### src/rtl/cpu_cycle_sequencer.sv
// rtl/cpu_cycle_sequencer.sv - T-state / M-cycle timing generator with wait, halt and overrun handling
module cpu_cycle_sequencer #(
  parameter int STEPS   = 4,
  parameter int MCYCLES = 8
) (
  input  logic               i_Clk,
  input  logic               i_Reset_n,
  input  logic               i_IR_Fetch,
  input  logic               i_Wait,
  input  logic               i_Halt,
  output logic [STEPS-1:0]   o_Cycle_Step,
  output logic [MCYCLES-1:0] o_Cycle_Count,
  output logic               o_New_Instr,
  output logic               o_Halted,
  output logic               o_Overrun
);

  typedef enum logic {
    ST_RUN    = 1'b0,
    ST_HALTED = 1'b1
  } state_t;

  localparam logic [STEPS-1:0]   STEP_T1  = STEPS'(1);
  localparam logic [MCYCLES-1:0] COUNT_M1 = MCYCLES'(1);

  state_t               state;
  state_t               state_nxt;
  logic [STEPS-1:0]     step_nxt;
  logic [MCYCLES-1:0]   count_nxt;
  logic                 new_instr_nxt;
  logic                 overrun_nxt;
  logic                 en;

  // A pending memory access freezes every register, so the whole update is gated by en.
  assign en = ~i_Wait;

  // Halted is a decode of the state flop, so it stays a registered output.
  assign o_Halted = (state == ST_HALTED);

  // Next-state and next-output computation; everything holds unless enabled.
  always_comb begin
    state_nxt     = state;
    step_nxt      = o_Cycle_Step;
    count_nxt     = o_Cycle_Count;
    new_instr_nxt = o_New_Instr;
    overrun_nxt   = o_Overrun;

    if (en) begin
      case (state)
        ST_HALTED: begin
          step_nxt      = STEP_T1;
          count_nxt     = COUNT_M1;
          new_instr_nxt = 1'b0;
          // Leaving HALT starts a fresh instruction at T1 without rotating the step.
          if (!i_Halt) begin
            state_nxt     = ST_RUN;
            new_instr_nxt = 1'b1;
          end
        end

        ST_RUN: begin
          new_instr_nxt = 1'b0;
          step_nxt      = {o_Cycle_Step[STEPS-2:0], o_Cycle_Step[STEPS-1]};
          // Fetch and halt only matter on the last T-state of an M-cycle.
          if (o_Cycle_Step[STEPS-1]) begin
            if (i_IR_Fetch) begin
              count_nxt = COUNT_M1;
              if (i_Halt) begin
                state_nxt = ST_HALTED;
              end else begin
                new_instr_nxt = 1'b1;
              end
            end else if (o_Cycle_Count[MCYCLES-1]) begin
              // Ran past the last M-cycle with no fetch: force a restart and flag it.
              count_nxt     = COUNT_M1;
              overrun_nxt   = 1'b1;
              new_instr_nxt = 1'b1;
            end else begin
              count_nxt = {o_Cycle_Count[MCYCLES-2:0], 1'b0};
            end
          end
        end

        default: begin
          state_nxt = ST_RUN;
        end
      endcase

      // Corrupted one-hot vectors snap back to their reset values.
      if (!$onehot(o_Cycle_Step)) begin
        step_nxt = STEP_T1;
      end
      if (!$onehot(o_Cycle_Count)) begin
        count_nxt = COUNT_M1;
      end
    end
  end

  // State and output registers; reset starts the first instruction immediately.
  always_ff @(posedge i_Clk or negedge i_Reset_n) begin
    if (!i_Reset_n) begin
      state         <= ST_RUN;
      o_Cycle_Step  <= STEP_T1;
      o_Cycle_Count <= COUNT_M1;
      o_New_Instr   <= 1'b1;
      o_Overrun     <= 1'b0;
    end else begin
      state         <= state_nxt;
      o_Cycle_Step  <= step_nxt;
      o_Cycle_Count <= count_nxt;
      o_New_Instr   <= new_instr_nxt;
      o_Overrun     <= overrun_nxt;
    end
  end

endmodule

### config.mk
export PLATFORM = sky130hd
export DESIGN_NAME = cpu_cycle_sequencer
export DESIGN_NICKNAME = d
export VERILOG_FILES = /design/src/rtl/cpu_cycle_sequencer.sv
export SDC_FILE = /design/constraint.sdc
export NUM_CORES = 1
export LEC_CHECK = 0
export BUFFER_PORTS_ARGS = -buffer_cell sky130_fd_sc_hd__buf_2
export CAP_MARGIN = 20
export CORE_MARGIN = 8
export CORE_UTILIZATION = 55
export CTS_BUF_LIST = sky130_fd_sc_hd__clkbuf_4 sky130_fd_sc_hd__clkbuf_8
export CTS_CLUSTER_DIAMETER = 150
export DETAILED_ROUTE_END_ITERATION = 10
export PLACE_DENSITY = 0.86
export RECOVER_POWER = 25
export SLEW_MARGIN = 20
export SYNTH_ARGS = -nofsm -noshare
export SYNTH_HDL_FRONTEND = slang
export SYNTH_SLANG_ARGS = --single-unit
### constraint.sdc
create_clock -name i_Clk -period 4.4 [get_ports i_Clk]
set_clock_uncertainty 0.1 [all_clocks]
set_input_delay 0.88 -clock i_Clk [delete_from_list [all_inputs] [get_ports i_Clk]]
set_output_delay 0.88 -clock i_Clk [all_outputs]
set_load 0.005 [all_outputs]
==> impl_metrics.yaml, run 1 <==
placement:
  hpwl_um: 1420
  place.gp.congestion: 0.7450
  place_area_um2: 1007
  port_buffers: 19
  pre_cts_ws_ns: 0.5637
layout:
  layout_common_cells: "inv_1, buf_2, dfrtp_1"
  post_route_cells_drive_above_1_share: 0.3300
  fin_nets: 116
  syn_to_final_growth_pct: 14.68
  postLayoutCellArea_um2: 1036
  final_common_cell: "inv_1"
  diodes: 0
timing:
  layout_min_cycle_time_ns: 3.821
  timing.final.crit_share: 0.8685
  grt_setup_unrepaired: "false"
  fin_setup_tns_ns: 0
  max_freq_mhz: 261.7
  drv_slew: 0
  slew_headroom: 0.4755
  setup_viol: 0
  worst_hold_slack_ns: 0.3777
  finalHoldViolations: 0
  tightest_slew_ns: 0.7867
  finalWorstSetupSlack_ns: 0.5787
power_and_ir_drop:
  power_density_nw_per_um2: 487.6
  p_leak_nw: 0.5480
  ir_worst_vdd_v: 0.0003480
clocking:
  cts_setup_buffers: 0
  clk_pin_slew_ns: 0.09
  tritoncts: "done"
  cts.repair.resized: 0
  clk_path_buf_depth: 2
  clock_sinks: 15
  root_buffer: "clkbuf_4"
  htree_num_levels: 1
  cts_buffers: 3
  clock_latency_ns: 0.28
  ctsHoldBuffers: 0
critical_path:
  cp_max_fo: 8
  start_kind: "flop"
  cp_slowest_cell: "fa_1"
  reg2reg_to: "o_Cycle_Count[1]$_DFFE_PN0P_"
  end_kind: "flop"
  cp.arrival_ns: 3.94
  path_class: "flop to flop"
  reg2reg_depth: 12
  crit_chain: "inv_1 -> fa_1 -> fa_1 -> fa_1 -> inv_1 -> ha_1 -> inv_1 -> fa_1 -> nand2_1 -> nand3_2 -> nor4_4 -> a22o_1"
  r2r-start: "o_Cycle_Count[0]$_DFFE_PN1P_"
  crit_start: "o_Cycle_Count[0]$_DFFE_PN1P_"
  crit_top_cell: "fa_1"
  crit_required_ns: 4.52
  regToRegSetupSlack_ns: 0.58
  critPathMaxStageDelay_ns: 0.56
  crit_end: "o_Cycle_Count[1]$_DFFE_PN0P_"
floorplanning:
  rows: 14
  dieArea_um2: 3195
  initial_core_util: 0.5928
  die_y_um: 56.53
  num_io_pins: 20
  core_um2: 1524
  die_w_um: 56.53
synthesis:
  syn_area_um2: 903.4
  yosysUniqueCellTypes: 23
  synth_area_per_cell_um2: 11.58
  synth-seq-cells: 15
  synth_top_area_share: 0.3324
  ys_warn_count: 0
  ys_seq_area_frac: 0.4197
  synth_top_area_cell: "dfrtp_1"
  synth_cells: 78
  synth_area_leaders: "dfrtp_1, fa_1, a22o_1"
  synth_fp_nets: 93
global_route:
  grt_pass1_vias: 689
  grt_pass1_wl_um: 2980
  grtUsageTotal: 0.1120
  grt_remaining_overflow: 0
  grt_max_degree: 16
  antenna_found_initial: 0
drt:
  wl_met1_um: 735
  top_layer: "met3"
  drc: 0
  dr_total_vias: 639
  vias_per_cell: 5.509
  wl_met3_um: 162
  initialDrtViolationCount: 8
  ant_nets: 0
  wl_met2_um: 838
  first_pass_iters: 4
  routed_wl_um: 1736
  wl_per_cell_um: 14.97
worst_hold_path:
  hp-class: "flop to flop"
flow_run:
  drv_cap: 0
status:
  status: "complete, no violations"
per-layer routing:
| metal | vias to the layer above | track usage |
|---|---|---|
| met4 | 0 | 0.02405 |
| met5 | - | 0 |
| li1 | 305 | - |
| met2 | 26 | 0.1865 |
| met1 | 308 | 0.1217 |
| met3 | 0 | 0.06067 |
critical path, delay by kind of cell (launching register included):
kind / cells / cell delay, ns
adders and majority gates: 5 / 2.02
and+or+nand+nor: 3 / 0.68
AOI/OAI and AO/OA: 1 / 0.23
DFF: 1 / 0.54
buffers and inverters: 3 / 0.20
state kept, by name, indices dropped and copies added (netlist names):
| name | count |
|---|---|
| o_Halted | 1 |
| o_Cycle_Step | 4 |
| o_New_Instr | 1 |
| o_Overrun | 1 |
| o_Cycle_Count | 8 |
area by class of cell:
type,count,area [µm²]
fillers,123,488.0
well taps,16,20.02
flip-flops and latches,15,379.1
clock buffers,4,30.03
multi-input cells,41,434.2
repair buffers,19,93.84
inverters,21,78.83
cells in the mapped netlist:
library cell	number
inv_1	20
dfrtp_1	12
a22o_1	11
fa_1	5
ha_1	5
a21oi_1	3
dfstp_2	3
nand2_1	3
nand3_2	2
a22oi_1	1
a31oi_1	1
a31oi_4	1
buf_6	1
inv_2	1
nand2_2	1
nor2_1	1
nor2_4	1
nor3_1	1
nor4_1	1
nor4_4	1
o21ai_0	1
o21bai_1	1
o41ai_4	1
cell families after synthesis:
family          share of synthesized area
simple gates                      0.09418
compound gates                     0.2064
flops                              0.4197
buf+inv                           0.09972
fa+ha+maj                          0.1801
worst min path at each step:
stage	slack [ns]	to	startpoint	cells past startpoint
after floorplan	0.37	o_Overrun$_DFFE_PN0P_	o_Overrun$_DFFE_PN0P_	1
after CTS	0.38	o_Overrun$_DFFE_PN0P_	o_Overrun$_DFFE_PN0P_	1
final	0.38	o_Overrun$_DFFE_PN0P_	o_Overrun$_DFFE_PN0P_	1
after detailed placement	0.36	o_Overrun$_DFFE_PN0P_	o_Overrun$_DFFE_PN0P_	1
after global placement	0.35	o_Overrun$_DFFE_PN0P_	o_Overrun$_DFFE_PN0P_	1
after global routing	0.39	o_Overrun$_DFFE_PN0P_	o_Overrun$_DFFE_PN0P_	1
where the power goes:
part | total [W] | switching, W | internal, W | leakage [nW]
sequential | 0.000203 | 0.0000312 | 0.000171 | 0.197
clock | 0.0000845 | 0.0000431 | 0.0000414 | 0.0184
combinational | 0.000218 | 0.000124 | 0.0000940 | 0.332
stage by stage:
step           std cells  utilization  total power [W]
6_report             116       0.6798        0.0005052
5_1_grt              116       0.6798        0.0005476
4_1_cts              116       0.6806        0.0005114
3_5_place_dp         112       0.6609        0.0004254
3_3_place_gp         112       0.6609        0.0004097
2_1_floorplan         78            -        0.0003564
No activity file was read; power rests on OpenSTA's default activity.
==> run 2, diff against run 1 <==
--- a/config.mk
+++ b/config.mk
@@ -8,11 +8,12 @@
 export BUFFER_PORTS_ARGS = -buffer_cell sky130_fd_sc_hd__buf_2
 export CAP_MARGIN = 20
 export CORE_MARGIN = 8
-export CORE_UTILIZATION = 55
+export CORE_UTILIZATION = 59
 export CTS_BUF_LIST = sky130_fd_sc_hd__clkbuf_4 sky130_fd_sc_hd__clkbuf_8
 export CTS_CLUSTER_DIAMETER = 150
 export DETAILED_ROUTE_END_ITERATION = 10
-export PLACE_DENSITY = 0.86
+export MAX_ROUTING_LAYER = met4
+export PLACE_DENSITY = 0.91
 export RECOVER_POWER = 25
 export SLEW_MARGIN = 20
 export SYNTH_ARGS = -nofsm -noshare
==> constraint.sdc (replaced) <==
create_clock -name i_Clk -period 4.6 [get_ports i_Clk]
set_clock_uncertainty 0.1 [all_clocks]
set_input_delay 0.92 -clock i_Clk [delete_from_list [all_inputs] [get_ports i_Clk]]
set_output_delay 0.92 -clock i_Clk [all_outputs]
set_load 0.005 [all_outputs]
==> run 2 against run 1 <==
Flip-flop and latch count is the same. Critical path depth is the same. Wire length is 0.40% higher. Clock power is 11% lower. Via count up 1.4%. Highest routed layer is now met4.
==> impl_metrics.yaml, run 2 (synthesis results as in run 1) <==
status:
  status: "complete, no violations"
drt:
  initialDrtViolationCount: 4
  vias_per_cell: 5.586
  drc: 0
  wl_per_cell_um: 15.03
  first_pass_iters: 4
  ant_nets: 0
  routed_wl_um: 1743
  dr_total_vias: 648
global_route:
  grt_pass1_vias: 658
  antenna_found_initial: 0
  grt_max_degree: 16
  grtUsageTotal: 0.1377
  grt_remaining_overflow: 0
  grt_pass1_wl_um: 2891
floorplanning:
  initial_core_util: 0.6139
  die_y_um: 55.13
  dieArea_um2: 3039
  rows: 14
  core_um2: 1471
  die_w_um: 55.13
  num_io_pins: 20
clocking:
  tritoncts: "done"
  ctsHoldBuffers: 0
  root_buffer: "clkbuf_4"
  clock_latency_ns: 0.28
  cts.repair.resized: 0
  cts_buffers: 3
  clock_sinks: 15
  clk_pin_slew_ns: 0.09
  clk_path_buf_depth: 2
  cts_setup_buffers: 0
  htree_num_levels: 1
critical_path:
  crit_top_cell: "fa_1"
  critPathMaxStageDelay_ns: 0.55
  cp_slowest_cell: "dfstp_2"
  r2r-start: "o_Cycle_Count[0]$_DFFE_PN1P_"
  cp_max_fo: 8
  regToRegSetupSlack_ns: 0.81
  end_kind: "flop"
  crit_chain: "inv_1 -> fa_1 -> fa_1 -> fa_1 -> inv_1 -> ha_1 -> inv_1 -> fa_1 -> nand2_1 -> nand3_2 -> nor4_4 -> a22o_1"
  path_class: "flop to flop"
  start_kind: "flop"
  cp.arrival_ns: 3.92
  reg2reg_depth: 12
  crit_required_ns: 4.72
  reg2reg_to: "o_Cycle_Count[1]$_DFFE_PN0P_"
placement:
  port_buffers: 19
  hpwl_um: 1378
  place.gp.congestion: 0.7564
  place_area_um2: 1007
layout:
  n_fill_cell: 125
  fin_nets: 116
  final_common_cell: "inv_1"
  postLayoutCellArea_um2: 1033
  syn_to_final_growth_pct: 14.40
  finish.utilization: 0.7024
  diodes: 0
  largest_register_ffs: 8
  layout_common_cells: "inv_1, buf_2, dfrtp_1"
  top_regs: "o_Cycle_Count (8), o_Cycle_Step (4)"
  regMostFlops: "o_Cycle_Count"
  post_route_cells_drive_above_1_share: 0.3300
timing:
  tightest_slew_ns: 0.7790
  grt_setup_unrepaired: "false"
  layout_min_cycle_time_ns: 3.793
  fin_setup_tns_ns: 0
  drv_slew: 0
  timing.final.crit_share: 0.8246
  finalHoldViolations: 0
  setup_viol: 0
  slew_headroom: 0.4806
  max_freq_mhz: 263.6
power_and_ir_drop:
  clkPwrFrac: 0.157
  seqPwrFrac: 0.410
  power_density_nw_per_um2: 461.0
  combPwrFrac: 0.433
  ir_worst_vdd_v: 0.0003090
  p_leak_nw: 0.5473
  power_w: 0.0004764
  switching_share: 0.4013
  p_int_w: 0.0002853
  p_switching_w: 0.0001912
worst_hold_path:
  whs_endpoint: "o_Overrun$_DFFE_PN0P_"
  hold_depth: 1
  min-delay-start: "o_Overrun$_DFFE_PN0P_"
  hp-class: "flop to flop"
flow_run:
  drv_cap: 0
## run 2: cell types whose count changed in the layout (fill, tap and decap cells not counted)
cell | before | now
clkinv_2 | 0 | 1
clkbuf_4 | 4 | 3
## run 2: layer usage
metal / vias to the layer above / GRT usage / part of all wire
met1: 312 / 0.1597 / 0.44
li1: 310 / - / -
met4: 0 / 0.07200 / 0.024
met5: - / - / 0
met2: 21 / 0.2164 / 0.45
met3: 5 / 0.03209 / 0.079
## run 2: layout make-up
type | count | area [µm²] | area share
timing repair buffer | 19 | 93.84 | 0.09080
multi-input combinational | 41 | 434.2 | 0.4201
sequential | 15 | 379.1 | 0.3668
inverter | 21 | 78.83 | 0.07627
tap | 16 | 20.02 | 0.01937
clock inverter | 1 | 5.005 | 0.004843
clock buffer | 3 | 22.52 | 0.02179
## run 2: power groups by stage
stage | combinational [W] | clock, W | sequential, W
CTS | 0.000210 | 0.0000779 | 0.000196
global route | 0.000241 | 0.0000823 | 0.000199
floorplan | 0.000145 | 0 | 0.000196
finish | 0.000206 | 0.0000750 | 0.000195
global placement | 0.000195 | 0 | 0.000195
detailed placement | 0.000208 | 0 | 0.000198
## run 2: worst max path at each step
stage,cells after the start,endpoint,from
6_report,12,o_Cycle_Count[1]$_DFFE_PN0P_,o_Cycle_Count[0]$_DFFE_PN1P_
5_1_grt,12,o_Cycle_Count[4]$_DFFE_PN0P_,o_Cycle_Count[0]$_DFFE_PN1P_
4_1_cts,12,o_Cycle_Count[1]$_DFFE_PN0P_,o_Cycle_Count[0]$_DFFE_PN1P_
3_5_place_dp,12,o_Cycle_Count[1]$_DFFE_PN0P_,o_Cycle_Count[0]$_DFFE_PN1P_
3_3_place_gp,12,o_Cycle_Count[1]$_DFFE_PN0P_,o_Cycle_Count[0]$_DFFE_PN1P_
2_1_floorplan,12,o_Cycle_Count[1]$_DFFE_PN0P_,o_Cycle_Count[0]$_DFFE_PN1P_
## run 2: per-stage QoR
step	hold WS [ns]	setup WS (ns)	instances
finish	0.3786	0.8069	116
CTS	0.3843	0.7778	116
global placement	0.3609	0.9019	112
detailed placement	0.3594	0.8032	112
floorplan	0.3678	1.008	78
global route	0.3999	0.5912	116
## run 2: worst max-delay path: cells and delay by family (launching register included)
kind                       cells  cell delay (ns)
adders and majority gates      5             1.99
and+or+nand+nor                3             0.68
DFF                            1             0.55
AOI/OAI and AO/OA              1             0.22
buffers and inverters          3             0.19
==> run 3, diff against run 2 <==
--- a/config.mk
+++ b/config.mk
@@ -8,12 +8,12 @@
 export BUFFER_PORTS_ARGS = -buffer_cell sky130_fd_sc_hd__buf_2
 export CAP_MARGIN = 20
 export CORE_MARGIN = 8
-export CORE_UTILIZATION = 59
+export CORE_UTILIZATION = 55
 export CTS_BUF_LIST = sky130_fd_sc_hd__clkbuf_4 sky130_fd_sc_hd__clkbuf_8
 export CTS_CLUSTER_DIAMETER = 150
 export DETAILED_ROUTE_END_ITERATION = 10
 export MAX_ROUTING_LAYER = met4
-export PLACE_DENSITY = 0.91
+export PLACE_DENSITY = 0.86
 export RECOVER_POWER = 25
 export SLEW_MARGIN = 20
 export SYNTH_ARGS = -nofsm -noshare
==> constraint.sdc (replaced) <==
create_clock -name i_Clk -period 3.5 [get_ports i_Clk]
set_clock_uncertainty 0.1 [all_clocks]
set_input_delay 0.7 -clock i_Clk [delete_from_list [all_inputs] [get_ports i_Clk]]
set_output_delay 0.7 -clock i_Clk [all_outputs]
set_load 0.005 [all_outputs]
==> run 3 against run 2 <==
The flow now finishes with violations (negative setup slack). Clock power up 35%. Utilization grew 1.8 points. Combinational power up 56%. Critical path depth did not move. Worst hold slack worse by 0.025 ns. Total power rose by 43%. Maximum frequency rose by 5.6%. Global-route usage decreased by 1.4 points.
==> impl_metrics.yaml, run 3 (synthesis results as in run 1) <==
clocking:
  root_buffer: "clkbuf_4"
  clock_sinks: 15
  tritoncts: "done"
  clk_pin_slew_ns: 0.10
  clock_latency_ns: 0.29
  htree_num_levels: 1
  cts_buffers: 3
  clk_path_buf_depth: 2
  ctsHoldBuffers: 0
global_route:
  grt_pass1_vias: 697
  top_usage_layer: "met2"
  grtUsageTotal: 0.1237
  met1_usage: 0.1476
  grt_remaining_overflow: 0
  antenna_found_initial: 0
  grt_max_degree: 16
  met2_usage: 0.1850
  grt_pass1_wl_um: 3153
  gr-usage-met3: 0.04045
placement:
  port_buffers: 19
  hpwl_um: 1457
  place_area_um2: 1057
  place.gp.congestion: 0.7179
power_and_ir_drop:
  power_density_nw_per_um2: 618.3
  p_leak_nw: 0.5783
  ir_worst_vdd_v: 0.0004564
timing:
  grt_setup_unrepaired: "true"
  layout_min_cycle_time_ns: 3.593
  finalHoldViolations: 0
  setup_viol: 8
  finalWorstSetupSlack_ns: -0.09272
  timing.final.crit_share: 1.026
  tightest_slew_ns: 0.7862
  slew_headroom: 0.4759
  max_freq_mhz: 278.3
  worst_hold_slack_ns: 0.3536
  drv_slew: 0
floorplanning:
  rows: 14
  num_io_pins: 20
  initial_core_util: 0.5928
  dieArea_um2: 3195
  die_w_um: 56.53
  die_y_um: 56.53
  core_um2: 1524
layout:
  top_regs: "o_Cycle_Count (8), o_Cycle_Step (4)"
  diodes: 0
  n_fill_cell: 105
  syn_to_final_growth_pct: 21.61
  fin_nets: 122
  post_route_cells_drive_above_1_share: 0.4151
  regMostFlops: "o_Cycle_Count"
  layout_common_cells: "inv_1, buf_2, dfrtp_1"
  largest_register_ffs: 8
  postLayoutCellArea_um2: 1099
critical_path:
  path_class: "flop to flop"
  crit_start: "o_Cycle_Count[0]$_DFFE_PN1P_"
  critPathMaxStageDelay_ns: 0.56
  crit_top_cell: "fa_1"
  r2r-start: "o_Cycle_Count[0]$_DFFE_PN1P_"
  crit_required_ns: 3.62
  end_kind: "flop"
  cp.arrival_ns: 3.72
  cp_slowest_cell: "dfstp_2"
  crit_chain: "inv_2 -> fa_1 -> fa_1 -> fa_1 -> inv_1 -> ha_2 -> inv_2 -> fa_2 -> nand3_4 -> o41ai_4 -> buf_6 -> a22o_1"
  start_kind: "flop"
  cp_max_fo: 8
  regToRegSetupSlack_ns: -0.09
drt:
  dr_total_vias: 675
  initialDrtViolationCount: 4
  wl_per_cell_um: 15.16
  drc: 0
  first_pass_iters: 4
  vias_per_cell: 5.533
  ant_nets: 0
  routed_wl_um: 1850
status:
  violations: "negative setup slack"
  status: "complete, but fails checks"
flow_run:
  drv_cap: 0
worst_hold_path:
  hp-class: "input port to asynchronous set/reset pin"
-- run 3: routing by layer --
metal  share of wire  routed length [µm]  vias to the layer above
met2            0.49                 912                       20
met1            0.43                 796                      333
met5               0                   0                        -
met4           0.014                  26                        0
met3           0.062                 115                        4
li1                -                   -                      318
-- run 3: critical path: cells and delay by family, from the launching register on --
| family | cells | cell delay, ns |
|---|---|---|
| buffers and inverters | 4 | 0.32 |
| adder cells (fa/ha/maj) | 5 | 2.09 |
| AO/OA/AOI/OAI | 2 | 0.36 |
| AND/OR/NAND/NOR | 1 | 0.09 |
| flip-flops | 1 | 0.56 |
-- run 3: area by class of cell --
| type | instances | area (µm²) | share of cell area |
|---|---|---|---|
| clock buffers | 3 | 22.52 | 0.02050 |
| inverters | 21 | 78.83 | 0.07175 |
| repair buffers | 25 | 142.6 | 0.1298 |
| well taps | 16 | 20.02 | 0.01822 |
| multi-input cells | 41 | 450.4 | 0.4100 |
| flip-flops and latches | 15 | 379.1 | 0.3451 |
| clock inverters | 1 | 5.005 | 0.004556 |
-- run 3: final timing paths --
path,to,cells past startpoint
setup reg to reg,o_Cycle_Count[3]$_DFFE_PN0P_,12
min in group i_Clk,o_Overrun$_DFFE_PN0P_,1
max in group asynchronous,o_Cycle_Step[1]$_DFFE_PN0N_,1
hold / removal,o_Overrun$_DFFE_PN0P_,1
setup / recovery,o_Cycle_Count[3]$_DFFE_PN0P_,12
hold reg to reg,o_Overrun$_DFFE_PN0P_,1
-- run 3: repair_timing --
action,CTS,global route
resized for setup,0,2
pin swaps,5,5
setup buffers,1,0
setup endpoints to repair,8,8
-- run 3: through the flow --
stage / setup WS (ns) / util / setup TNS, ns / instances / power, W
after global placement: -0.04832 / 0.6938 / -0.3046 / 117 / 0.0005551
after detailed placement: -0.1209 / 0.6938 / -0.8096 / 117 / 0.0005697
final: -0.09272 / 0.7209 / -0.5509 / 122 / 0.0006792
after floorplan: -0.05706 / - / -0.4154 / 78 / 0.0004614
after CTS: -0.1489 / 0.7167 / -0.9692 / 122 / 0.0006732
after global routing: -0.2081 / 0.7209 / -1.477 / 122 / 0.0007399
-- run 3: power breakdown --
group	internal [W]	switching, W
combinational	0.000153	0.000168
clock	0.0000425	0.0000589
sequential	0.000216	0.0000405
total	0.000411	0.000268
